[src/rtl/mem_req_adapter.sv]
// Load/store request adapter in front of the 2-way D-cache.
// Holds one request stable until accepted, then returns extended load data or a store ack.
module mem_req_adapter #(
    parameter int ERR_NO_CACHE = 1
) (
    input  logic        clk,
    input  logic        reset,
    input  logic        req_valid,
    output logic        req_ready,
    input  logic        req_we,
    input  logic [1:0]  req_size,
    input  logic        req_unsigned,
    input  logic [31:0] req_addr,
    input  logic [31:0] req_wdata,
    output logic        resp_valid,
    output logic [31:0] resp_rdata,
    output logic        resp_adel,
    output logic        resp_ades,
    output logic        valid,
    output logic        op,
    output logic [7:0]  index,
    output logic [19:0] tag,
    output logic [3:0]  offset,
    output logic [3:0]  wstrb,
    output logic [31:0] wdata,
    input  logic        addr_ok,
    input  logic        data_ok,
    input  logic [31:0] rdata
);

    typedef enum logic [1:0] {IDLE, REQ, WAIT_DATA, RESP} state_t;

    state_t      state_q;
    logic [31:0] addr_q;
    logic [31:0] wdata_q;
    logic [31:0] rdata_q;
    logic [1:0]  size_q;
    logic        we_q;
    logic        uns_q;
    logic        adel_q;
    logic        ades_q;

    logic        misalign;
    logic        err_en;
    logic [31:0] ext_d;
    logic [7:0]  byte_sel;
    logic [15:0] half_sel;
    logic [3:0]  strb;

    assign err_en = (ERR_NO_CACHE != 0);

    always_comb begin
        misalign = 1'b0;
        case (req_size)
            2'd0:    misalign = 1'b0;
            2'd1:    misalign = req_addr[0];
            default: misalign = |req_addr[1:0];
        endcase
        misalign = misalign & err_en;
    end

    // Extract and extend the addressed lane of the returned cache word.
    always_comb begin
        byte_sel = rdata[{addr_q[1:0], 3'b000} +: 8];
        half_sel = rdata[{addr_q[1], 4'b0000} +: 16];
        case (size_q)
            2'd0:    ext_d = {{24{byte_sel[7] & ~uns_q}}, byte_sel};
            2'd1:    ext_d = {{16{half_sel[15] & ~uns_q}}, half_sel};
            default: ext_d = rdata;
        endcase
        if (we_q) begin
            ext_d = 32'h0;
        end
    end

    always_comb begin
        strb = 4'b0000;
        if (we_q) begin
            case (size_q)
                2'd0:    strb = 4'b0001 << addr_q[1:0];
                2'd1:    strb = addr_q[1] ? 4'b1100 : 4'b0011;
                default: strb = 4'b1111;
            endcase
        end
    end

    always_ff @(posedge clk or posedge reset) begin
        if (reset) begin
            state_q <= IDLE;
            addr_q  <= 32'h0;
            wdata_q <= 32'h0;
            rdata_q <= 32'h0;
            size_q  <= 2'd0;
            we_q    <= 1'b0;
            uns_q   <= 1'b0;
            adel_q  <= 1'b0;
            ades_q  <= 1'b0;
        end else begin
            case (state_q)
                IDLE: begin
                    if (req_valid) begin
                        addr_q  <= req_addr;
                        wdata_q <= req_wdata;
                        size_q  <= req_size;
                        we_q    <= req_we;
                        uns_q   <= req_unsigned;
                        rdata_q <= 32'h0;
                        adel_q  <= misalign & ~req_we;
                        ades_q  <= misalign & req_we;
                        state_q <= misalign ? RESP : REQ;
                    end
                end
                REQ: begin
                    if (addr_ok) begin
                        if (data_ok) begin
                            rdata_q <= ext_d;
                            state_q <= RESP;
                        end else begin
                            state_q <= WAIT_DATA;
                        end
                    end
                end
                WAIT_DATA: begin
                    if (data_ok) begin
                        rdata_q <= ext_d;
                        state_q <= RESP;
                    end
                end
                default: state_q <= IDLE;
            endcase
        end
    end

    assign req_ready  = (state_q == IDLE);
    assign valid      = (state_q == REQ);
    assign resp_valid = (state_q == RESP);
    assign resp_rdata = rdata_q;
    assign resp_adel  = adel_q;
    assign resp_ades  = ades_q;
    assign op         = we_q;
    assign index      = addr_q[11:4];
    assign tag        = addr_q[31:12];
    assign offset     = addr_q[3:0];
    assign wstrb      = strb;
    assign wdata      = wdata_q;

endmodule

[config.mk]
export PLATFORM = sky130hd
export DESIGN_NAME = mem_req_adapter
export DESIGN_NICKNAME = d
export VERILOG_FILES = /design/src/rtl/mem_req_adapter.sv
export SDC_FILE = /design/constraint.sdc
export NUM_CORES = 1
export LEC_CHECK = 0
export CORE_MARGIN = 2
export CORE_UTILIZATION = 37
export DETAILED_ROUTE_END_ITERATION = 16
export PLACE_DENSITY = 0.85
export SYNTH_ARGS = -nofsm -noshare
export SYNTH_HDL_FRONTEND = slang
export SYNTH_SLANG_ARGS = --single-unit
[constraint.sdc]
create_clock -name clk -period 2.8 [get_ports clk]
set_input_delay 0.28 -clock clk [delete_from_list [all_inputs] [get_ports clk]]
set_output_delay 0.28 -clock clk [all_outputs]
set_load 0.05 [all_outputs]
==> impl_summary.log, run 1 <==
[metrics] final wirelength: approximately 13 mm
[metrics] Vias per Instance: approximately 5.4
[metrics] die height: roughly 110 um
[metrics] count of standard-cell rows: 40
[metrics] total placed cells including tap cells: 671
[metrics] mean area per synthesized cell: 13.8 um2
[metrics] clock period minus final worst setup slack: around 2.3 ns
[metrics] arrival time reported for the critical path endpoint: between 2 and 2.5 ns
[metrics] WP data required: 2.52 ns
[metrics] standard cell area after detailed placement: approximately 0.0068 mm2
[metrics] Power Dens Cells: 1430 mW/mm2
[metrics] core outline area: about 0.012 mm2
[metrics] worst setup margin: between 0.4 and 0.5 ns
[metrics] fraction of final layout cells with drive strength greater than 1: 19.8%
[metrics] setup repair after global routing missed its margin: no
[metrics] Total GRT Usage: about a fifth
[metrics] overflow left after global routing: 0
[metrics] worst setup path startpoint: addr_q[1]$_DFFE_PP0P_
[metrics] sequential area share after synthesis: between 50% and 60%
[metrics] I/O Buffers: 210
[metrics] main area contributors after synthesis: dfrtp_1, mux2_2, o2bb2ai_1
[metrics] Clk Tree Root Cell: clkbuf_16
[metrics] Max-Slew Margin vs Limit: 28.3%
[metrics] Total Nets Final: around 640
[metrics] number of enable-type register cells in the synthesized netlist: 0
[metrics] number of antenna-violating nets in the routed design: 0
[metrics] I/O Pins: around 210
[metrics] Final Max Slew Viols: 0
[metrics] Yosys warning total: 0
[metrics] run status: complete, no violations
[metrics] worst clock skew: 0.00832 ns
[metrics] Final Core Density: between 50% and 60%
[metrics] post_cts resized: 0
[metrics] post-detailed-route wirelength per cell: 18.5 um
[metrics] H-tree depth: 3
[metrics] DRC violation count after routing: 0
[metrics] cell count after synthesis: roughly 330
[metrics] via count of the first global-routing pass: a little over 4000
[metrics] initial standard-cell utilization of the core: 37.7%
[metrics] TritonCTS clock tree: yes
[metrics] area delta synth->final: 57.4%
[metrics] Register-to-Register Setup Slack: 0.73 ns
[metrics] number of antenna violations at the first check in global routing: 0
[metrics] setup TNS after final layout: 0 ns
[metrics] share of the synthesized area in the top cell type: between 50% and 60%
[metrics] post-layout total power: just over 10 mW
[metrics] Setup-failing EPs final: 0
[metrics] worst slack on hold paths: roughly 0.5 ns
[metrics] transition time of the tightest slew-check pin: around 1.1 ns
[metrics] initial drt markers: about 240
[metrics] post-CTS setup buffer count: 0
[metrics] pre-CTS setup slack: around 0.67 ns
[metrics] leakage power of the design: 2.91 nW
[metrics] Clock Pin Slew Worst Setup and Hold Paths: ~0.070 ns
[metrics] maximum number of pins on one net before global-route repair: between 50 and 60
[metrics] top_reg_cell synth: dfrtp_1
[metrics] final weighted congestion in routability-driven placement: between 0.9 and 1
[metrics] Design Area, Final: between 0.007 and 0.008 mm2
[metrics] count of hold buffers inserted by post-cts repair: 0
[metrics] Non-Filler Instances: 688
[metrics] cts bufs inserted: 9
[metrics] share of the clock period used by the worst path: between 80% and 90%
[metrics] number of buffers on the longest clock path: 2
[metrics] Die Wd: around 110 um
[metrics] IR drop worst, VDD: 0.000799 V
[metrics] area of the die: roughly 0.013 mm2
[metrics] via count: 3714
[metrics] Max Fanout on Critical Path: 9
[metrics] nets in the synthesized netlist: around 440
[metrics] global-route wire length before repair: 20.3 mm
[metrics] number of clock sinks seen by CTS: approximately 100
[metrics] number of max-cap violations: 0
[metrics] type of origin of the critical path: flop
[metrics] type of the most critical hold path: in2async
[metrics] Initial DRT Pass Iterations: 4
[metrics] dpl hpwl: around 10 mm
[metrics] Crit Path Category: reg2out
[metrics] register bit total from synthesis: ~100
[metrics] Fmax: between 400 and 500 MHz
[metrics] post-synthesis async set-or-reset flop share: 100%
[metrics] filler cell count: 942
[metrics] worst reg2reg path startpoint: size_q[1]$_DFFE_PP0P_
[metrics] Critical Path End Type: output port
[metrics] count of different cell masters after synthesis: 37
[metrics] total count of hold-check failures in the final report: 0
[metrics] Clock Latency Late Sink: around 0.33 ns
[metrics] synthesized cell area: around 0.0045 mm2
[metrics] cell type contributing the most total cell area after synthesis: dfrtp_1
power breakdown:
part	total [mW]	switching (mW)	internal, mW
Sequential	2.63	0.436	2.20
Clock	1.24	0.516	0.720
Combinational	6.25	3.93	2.32
area by class of cell:
type	count	area, um2	share of cell area (%)
sequential	104	2600	36.8
clock buffer	12	246	3.48
clock inverter	4	53.8	0.761
antenna	1	2.50	0.0354
tap	147	184	2.60
timing repair buffer	219	2180	30.8
multi-input combinational	193	1770	25.0
inverter	8	33.8	0.478
worst max-delay path, cell delays in order, from the launching register on:
cell             delay (ns)
dfrtp_1                0.38
clkinv_1               0.23
nor2_1                 0.18
o21a_1                 0.14
clkdlybuf4s50_1        0.80
cells in the final DEF (no fill, tap or decap), types with 2 or more instances in the layout:
cell type and n:
a221oi_1 7, nor2b_1 3, a21oi_1 17, a22o_1 7, a222oi_1 7, clkdlybuf4s50_1 209
clkbuf_1 2, inv_1 6, nor2_1 8, ha_1 4, clkinvlp_4 3, buf_4 9
mux2_2 77, o21a_1 3, clkbuf_16 9, nand2_1 5, a21o_1 2, dfrtp_1 104
o22ai_1 2, o2bb2ai_1 32
path summary, 6_finish.rpt:
| kind | end | cells after the start |
|---|---|---|
| worst max-delay path | wstrb[3] | 4 |
| worst min-delay path | addr_q[20]$_DFFE_PP0P_ | 3 |
| worst max register to register | resp_rdata[31]$_DFFE_PP0P_ | 4 |
| worst min register to register | resp_rdata[14]$_DFFE_PP0P_ | 1 |
| max in group asynchronous | state_q[1]$_DFFE_PP0P_ | 3 |
| min in group clk | resp_rdata[14]$_DFFE_PP0P_ | 1 |
sequential cells by signal, indices dropped and copies added, names as in the netlist:
signal and count:
resp_rdata 32, resp_ades 1, uns_q 1, addr_q 32, state_q 2, wdata 32
resp_adel 1, op 1, size_q 2
logic make-up after synthesis:
kind of cell             synth area share (%)
multiplexers                             19.8
buffers and inverters                    2.76
flip-flops                               57.9
adder cells (fa/ha/maj)                  1.11
AND/OR/NAND/NOR                          3.15
AO/OA/AOI/OAI                            15.3
cell usage after synthesis (all sizes together) (2+ instances only):
| cell type | n |
|---|---|
| a221oi | 7 |
| a21o | 2 |
| nor2 | 8 |
| buf | 6 |
| nand2 | 6 |
| a222oi | 7 |
| o21a | 3 |
| ha | 4 |
| clkbuf | 15 |
| o2bb2ai | 32 |
| inv | 7 |
| a21oi | 17 |
| a22o | 7 |
| o21bai | 2 |
| dfrtp | 104 |
| nor2b | 3 |
| o22ai | 2 |
| mux2 | 77 |
routing by layer:
layer,share of wire [%],routed length [um],up-vias,global-route usage (%)
met5,0,0,-,0
met4,2.5,314,0,8.78
met3,12,1590,26,10.1
met2,47,6050,238,31.8
met1,38,4790,1799,22.6
li1,-,-,1651,-
Note: power is estimated with default switching activity, not from simulation.
==> inputs of run 2 (changes only) <==
Clock period 2.8 ns to 1.93 ns, I/O delays scaled along.
==> run 2 against run 1 <==
Effect of this change:
- clock skew down 0.0036 ns
- worst setup slack worse by 0.40 ns
- critical path type unchanged
- global-route usage up 0.095 points
- highest routed layer unchanged
==> impl_summary.log, run 2 (synthesized netlist as in run 1, its figures left out) <==
[metrics] run status: complete, no violations
[metrics] Crit Path Category: reg2out
[metrics] Max-Slew Margin vs Limit: 33.3% (+5.1 points)
[metrics] die height: 114 um (unchanged)
[metrics] arrival time reported for the critical path endpoint: 1.66 ns (-0.38 ns)
[metrics] Setup-failing EPs final: 0 (unchanged)
[metrics] H-tree depth: 3 (unchanged)
[metrics] Clk Tree Root Cell: clkbuf_16
[metrics] area delta synth->final: 62.2%
[metrics] number of buffers on the longest clock path: 2 (unchanged)
[metrics] initial drt markers: 349 (+47%)
[metrics] type of the most critical hold path: in2async
[metrics] worst clock skew: 0.00476 ns (-0.00356 ns)
[metrics] total count of hold-check failures in the final report: 0 (unchanged)
[metrics] post-detailed-route wirelength per cell: 18.9 um (+2.2%)
[metrics] setup TNS after final layout: 0 ns (unchanged)
[metrics] I/O Pins: 211 (unchanged)
[metrics] WP data required: 1.74 ns (-0.78 ns)
[metrics] Critical Path End Type: output port
[metrics] Total Nets Final: 657 (+2.0%)
[metrics] number of max-cap violations: 0 (unchanged)
[metrics] Vias per Instance: 5.37 (-0.56%)
[metrics] Routed met3 length: 1.37 mm (-14%)
[metrics] transition time of the tightest slew-check pin: 0.997 ns (-0.0755 ns)
[metrics] sum of buffers and inverters on the critical path: 1 (-1)
[metrics] area of the die: 0.0130 mm2 (unchanged)
[metrics] Power Dens Cells: 2100 mW/mm2 (+47%)
[metrics] commonest non-fill, non-tap cell in the layout: clkdlybuf4s50_1
[metrics] Clock Latency Late Sink: 0.33 ns (about the same)
[metrics] CP delay by family, top: simple AND/OR/NAND/NOR gates
[metrics] count of hold buffers inserted by post-cts repair: 0 (unchanged)
[metrics] I/O Buffers: 210 (unchanged)
[metrics] overflow left after global routing: 0 (unchanged)
[metrics] cts bufs inserted: 9 (unchanged)
[metrics] initial standard-cell utilization of the core: 37.7% (unchanged)
[metrics] Fmax: 540 MHz
[metrics] global-route wire length before repair: 20.3 mm (-0.10%)
[metrics] ordered list of cells on the worst path: nor2b_1 > o21bai_4 > and2_1 > buf_12
[metrics] worst slack on hold paths: 0.368 ns (-0.119 ns)
[metrics] Clock Pin Slew Worst Setup and Hold Paths: 0.07 ns (about the same)
[metrics] delay of the slowest critical-path stage: 0.50 ns (-0.30 ns)
[metrics] leakage power of the design: 3.03 nW (+4.2%)
[metrics] Initial DRT Pass Iterations: 7 (+3)
[metrics] via count of the first global-routing pass: 3893 (-4.8%)
[metrics] standard cell area after detailed placement: 0.00691 mm2 (+2.1%)
[metrics] number of clock sinks seen by CTS: 104 (unchanged)
[metrics] maximum number of pins on one net before global-route repair: 105 (+88%)
[metrics] IR drop worst, VDD: 0.00122 V (+53%)
[metrics] total placed cells including tap cells: 683 (+1.8%)
[metrics] TritonCTS clock tree: yes
[metrics] Final Max Slew Viols: 0 (unchanged)
[metrics] Max Fanout on Critical Path: 8 (-1)
[metrics] met1 WL: 5.11 mm (+6.8%)
[metrics] cell with the largest stage delay on the worst path: dfrtp_1
[metrics] Final Core Density: 61.2% (+1.8 points)
[metrics] Total GRT Usage: 20.0% (+0.095 points)
[metrics] number of antenna violations at the first check in global routing: 1 (+1)
[metrics] highest metal layer used by the detailed router: met4
[metrics] count of standard-cell rows: 40 (unchanged)
[metrics] dpl hpwl: 9.84 mm (+0.42%)
[metrics] Die Wd: 114 um (unchanged)
[metrics] setup repair after global routing missed its margin: yes
[metrics] number of antenna-violating nets in the routed design: 0 (unchanged)
[metrics] final wirelength: 13.2 mm (+3.7%)
[metrics] type of origin of the critical path: flop
[metrics] Design Area, Final: 0.00729 mm2 (+3.1%)
[metrics] total length of routed met2 wires: 6.38 mm (+5.4%)
[metrics] fraction of final layout cells with drive strength greater than 1: 24.9% (+5.0 points)
[metrics] most used cells in the layout excluding fill and tap cells: clkdlybuf4s50_1, dfrtp_1, mux2_2
[metrics] filler cell count: 956 (+1.5%)
[metrics] clock period minus final worst setup slack: about 1.9 ns
[metrics] Non-Filler Instances: 698 (+1.5%)
[metrics] core outline area: 0.0119 mm2 (unchanged)
[metrics] DRC violation count after routing: 0 (unchanged)
[metrics] via count: 3747 (+0.89%)
[metrics] diodes inserted: 0 (-1)
[metrics] share of the clock period used by the worst path: roughly 96%
[metrics] final weighted congestion in routability-driven placement: 0.905 (-2.0%)
[run 2: final cells by class]
cell class / instances / area (um2) / area share (%)
clock inverter: 4 / 95.1 / 1.30
tap: 147 / 184 / 2.52
inverter: 8 / 37.5 / 0.515
timing repair buffer: 232 / 2320 / 31.9
clock buffer: 10 / 229 / 3.14
sequential: 104 / 2610 / 35.7
multi-input combinational: 193 / 1820 / 24.9
[run 2: report_power, final]
part | leakage [nW] | switching, mW | internal (mW)
Sequential | 1.29 | 0.670 | 3.19
Combinational | 1.58 | 5.80 | 3.62
Clock | 0.158 | 0.767 | 1.25
Total | 3.03 | 7.23 | 8.07
[run 2: path summary, 6_finish.rpt]
path	from	end	cells past startpoint	slack (ns)
hold / removal	reset	addr_q[24]$_DFFE_PP0P_	3	0.37
setup reg to reg	addr_q[1]$_DFFE_PP0P_	resp_rdata[22]$_DFFE_PP0P_	5	0.09
setup / recovery	addr_q[0]$_DFFE_PP0P_	wstrb[0]	4	0.08
min in group clk	req_wdata[1]	wdata[1]$_DFFE_PP0P_	2	0.47
max in group asynchronous	reset	wdata[28]$_DFFE_PP0P_	3	1.15
hold reg to reg	resp_rdata[3]$_DFFE_PP0P_	resp_rdata[3]$_DFFE_PP0P_	1	0.49
[run 2: timing repair]
item	CTS	global route
resized for setup	3	6
buffers inserted	1	0
setup endpoints to repair	18	8
[run 2: worst register-to-register path: cells and delay by family (launching register included)]
| family | cells | cell delay [ns] |
|---|---|---|
| AND/OR/NAND/NOR | 1 | 0.49 |
| flip-flops | 1 | 0.42 |
| multiplexers | 1 | 0.36 |
| AO/OA/AOI/OAI | 2 | 0.31 |
| buffers and inverters | 1 | 0.18 |
[run 2: layer usage]
layer  vias up  global-route usage (%)
li1       1672                       -
met1      1820                    23.8
met2       229                    32.9
met3        26                    6.72
met4         0                    9.35
met5         -                       0
[run 2: through the flow]
step	total power, mW	setup slack [ns]
2_1_floorplan	9.92	0.000606
4_1_cts	15.3	0.00673
5_1_grt	16.0	-0.0120
3_3_place_gp	13.0	-0.0152
3_5_place_dp	13.2	-0.132
6_report	15.3	0.0768
==> inputs of run 3 (changes only) <==
Clock period 1.93 ns to 1.7 ns, I/O delays scaled along.
==> run 3 against run 2 <==
Effect of this change:
- the flow now finishes with violations (setup timing)
- power grew 18%
- worst setup slack lost 0.094 ns
- combinational power grew 23%
- non-clock buffer count grew 14
- wire length grew 5.8%
- via count grew 2.9%
- design area grew 6.6%
- flip-flop and latch count is the same
- global-route usage grew 1.3 points
- clock skew grew 0.0017 ns
- critical endpoint is now resp_rdata[22]$_DFFE_PP0P_
- largest cell class is now non-clock buffers
- highest routed layer unchanged
==> impl_summary.log, run 3 (synthesized netlist as in run 1, its figures left out) <==
[metrics] Total GRT Usage: 21.4% (+1.3 points)
[metrics] core outline area: 0.0119 mm2 (unchanged)
[metrics] IR drop worst, VDD: 0.00143 V (+17%)
[metrics] DRC violation count after routing: 0 (unchanged)
[metrics] most used cells in the layout excluding fill and tap cells: clkdlybuf4s50_1, dfrtp_1, mux2_2
[metrics] Final Core Density: 65.3% (+4.1 points)
[metrics] diodes inserted: 0 (unchanged)
[metrics] cell with the largest stage delay on the worst path: dfrtp_1
[metrics] overflow left after global routing: 0 (unchanged)
[metrics] WP data required: 1.92 ns (+0.18 ns)
[metrics] total count of hold-check failures in the final report: 0 (unchanged)
[metrics] type of origin of the critical path: flop
[metrics] Worst R2R Path Depth: 8 (+3)
[metrics] dpl hpwl: 10.3 mm (+4.5%)
[metrics] Internal Power: 9.43 mW (+17%)
[metrics] number of max-cap violations: 0 (unchanged)
[metrics] Critical Path End Type: flop
[metrics] I/O Pins: 211 (unchanged)
[metrics] Clock Latency Late Sink: 0.34 ns (about the same)
[metrics] type of the most critical hold path: in2async
[metrics] share of the clock period used by the worst path: 101%
[metrics] failing checks: setup timing
[metrics] worst setup margin: -0.0170 ns (-0.0938 ns)
[metrics] ordered list of cells on the worst path: inv_1 > buf_4 > ha_4 > inv_2 > o22ai_2 > a211o_4 > clkbuf_16 > o2bb2ai_4
[metrics] post-layout total power: 18.1 mW (+18%)
[metrics] transition time of the tightest slew-check pin: 0.549 ns (-0.448 ns)
[metrics] Vias per Instance: 5.40 (+0.60%)
[metrics] area taken by flip-flops and latches: 0.00261 mm2 (unchanged)
[metrics] CP delay by family, top: compound AO/OA/AOI/OAI gates
[metrics] maximum number of pins on one net before global-route repair: 75 (-29%)
[metrics] sum of buffers and inverters on the critical path: 4 (+3)
[metrics] die height: 114 um (unchanged)
[metrics] area delta synth->final: 72.9%
[metrics] number of buffers on the longest clock path: 2 (unchanged)
[metrics] standard cell area after detailed placement: 0.00717 mm2 (+3.7%)
[metrics] Die Wd: 114 um (unchanged)
[metrics] Clock Pin Slew Worst Setup and Hold Paths: 0.07 ns (about the same)
[metrics] final weighted congestion in routability-driven placement: 0.845 (-6.7%)
[metrics] Switching Power: 8.70 mW (+20%)
[metrics] initial drt markers: 194 (-44%)
[metrics] number of clock sinks seen by CTS: 104 (unchanged)
[metrics] fraction of final layout cells with drive strength greater than 1: 35.3% (+10 points)
[metrics] via count of the first global-routing pass: 4122 (+5.9%)
[metrics] via count: 3856 (+2.9%)
[metrics] number of antenna-violating nets in the routed design: 0 (unchanged)
[metrics] area of the die: 0.0130 mm2 (unchanged)
[metrics] Design Area, Final: 0.00777 mm2 (+6.6%)
[metrics] Max Fanout on Critical Path: 16 (+8)
[metrics] pre-CTS setup slack: -0.241 ns (-0.108 ns)
[metrics] delay of the slowest critical-path stage: 0.37 ns (-0.13 ns)
[metrics] worst reg2reg path startpoint: state_q[1]$_DFFE_PP0P_
[metrics] Power Dens Cells: 2330 mW/mm2 (+11%)
[metrics] global-route wire length before repair: 21.5 mm (+5.8%)
[metrics] part of the power in the clock network: 11.6% (-1.6 points)
[metrics] Register-to-Register Setup Slack: -0.02 ns (-0.11 ns)
[metrics] leakage power of the design: 3.86 nW (+27%)
[metrics] filler cell count: 914 (-4.4%)
[metrics] number of antenna violations at the first check in global routing: 0 (-1)
[metrics] I/O Buffers: 210 (unchanged)
[metrics] Max-Slew Margin vs Limit: 63.3% (+30 points)
[metrics] initial standard-cell utilization of the core: 37.7% (unchanged)
[metrics] Total Nets Final: 671 (+2.1%)
[metrics] arrival time reported for the critical path endpoint: 1.94 ns (+0.28 ns)
[metrics] worst clock skew: 0.00647 ns (+0.00171 ns)
[metrics] post-detailed-route wirelength per cell: 19.6 um (+3.4%)
[metrics] Final Max Slew Viols: 0 (unchanged)
[metrics] Crit Path Category: reg2reg
[metrics] share of total power in combinational logic: 64.2% (+2.6 points)
[metrics] RR Endpoint: resp_rdata[22]$_DFFE_PP0P_
[metrics] combined area of the multi-input logic cells: 0.00202 mm2 (+11%)
[metrics] H-tree depth: 3 (unchanged)
[metrics] Setup-failing EPs final: 11 (+11)
[metrics] sequential group share of total power: 24.1% (-1.2 points)
[metrics] Fmax: just under 600 MHz
[metrics] Clk Tree Root Cell: clkbuf_16
[metrics] cts bufs inserted: 9 (unchanged)
[metrics] final wirelength: 14.0 mm (+5.8%)
[metrics] commonest non-fill, non-tap cell in the layout: clkdlybuf4s50_1
[metrics] Switching Fraction: 48.0% (+0.71 points)
[metrics] run status: finished with violations
[metrics] clock period minus final worst setup slack: ~1.7 ns
[metrics] count of standard-cell rows: 40 (unchanged)
[metrics] number of gates on the worst path with buffers counted: 8 (+4)
[metrics] TritonCTS clock tree: yes
[metrics] Initial DRT Pass Iterations: 5 (-2)
[metrics] setup repair after global routing missed its margin: yes
[run 3: changes by cell type in the layout (fill, tap and decap cells not counted), moves of 7 or more]
cell | before | now
buf_4 | 25 | 43
buf_12 | 6 | 14
a221oi_1 | 7 | 0
clkdlybuf4s50_1 | 200 | 109
o2bb2ai_1 | 31 | 17
dlygate4sd2_1 | 0 | 23
dlymetal6s2s_1 | 1 | 53
o2bb2ai_2 | 1 | 14
[run 3: how the worst max path moves through the flow]
stage | start | end | slack [ns]
after global routing | state_q[1]$_DFFE_PP0P_ | resp_rdata[25]$_DFFE_PP0P_ | -0.10
after CTS | state_q[1]$_DFFE_PP0P_ | resp_rdata[25]$_DFFE_PP0P_ | -0.009
after floorplan | addr_q[1]$_DFFE_PP0P_ | resp_rdata[16]$_DFFE_PP0P_ | -0.19
after detailed placement | rdata[23] | resp_rdata[8]$_DFFE_PP0P_ | -0.24
after global placement | rdata[31] | resp_rdata[15]$_DFFE_PP0P_ | -0.13
final | state_q[1]$_DFFE_PP0P_ | resp_rdata[22]$_DFFE_PP0P_ | -0.02
[run 3: what timing repair did]
item                       in CTS  in global routing
pin swaps                       3                  0
resized for setup              39                 64
hold buffers                    0                  0
gates cloned                    0                  1
setup endpoints to repair      59                 88
setup buffers                   2                  0
[run 3: power groups by stage]
stage,Sequential [mW],Combinational [mW],Clock [mW]
final,4.37,11.6,2.11
after floorplan,8.05,3.52,0
after global routing,4.53,12.1,2.26
after detailed placement,4.42,11.3,0
after CTS,4.39,11.4,2.17
after global placement,4.35,11.1,0
[run 3: cell type report]
class,count,share of cell area [%]
Timing Repair Buffer,246,33.7
Clock inverter,5,0.708
Tap cell,147,2.37
Inverter,8,0.499
Clock buffer,11,3.25
Multi-Input combinational cell,193,26.0
Sequential cell,104,33.5
[run 3: per-stage QoR]
| step | hold slack, ns | cells | TNS, ns |
|---|---|---|---|
| finish | 0.295 | 714 | -0.0665 |
| global route | 0.324 | 714 | -1.83 |
| CTS | 0.310 | 713 | -0.0156 |
| detailed placement | 0.476 | 695 | -5.34 |
| global placement | 0.475 | 695 | -2.45 |
| floorplan | 0.266 | 326 | -2.65 |
[run 3: worst reg2reg max path, cell delays in order (launching register included)]
cell and delay, ns:
dfrtp_1 0.37, inv_1 0.09, buf_4 0.15, ha_4 0.15, inv_2 0.07, o22ai_2 0.10
a211o_4 0.33, clkbuf_16 0.20, o2bb2ai_4 0.14
[run 3: layer usage]
| metal | GRT usage, % | wire length (um) |
|---|---|---|
| met5 | 0 | 0 |
| met3 | 6.19 | 1220 |
| met4 | 9.59 | 341 |
| met2 | 35.8 | 7140 |
| met1 | 25.5 | 5270 |
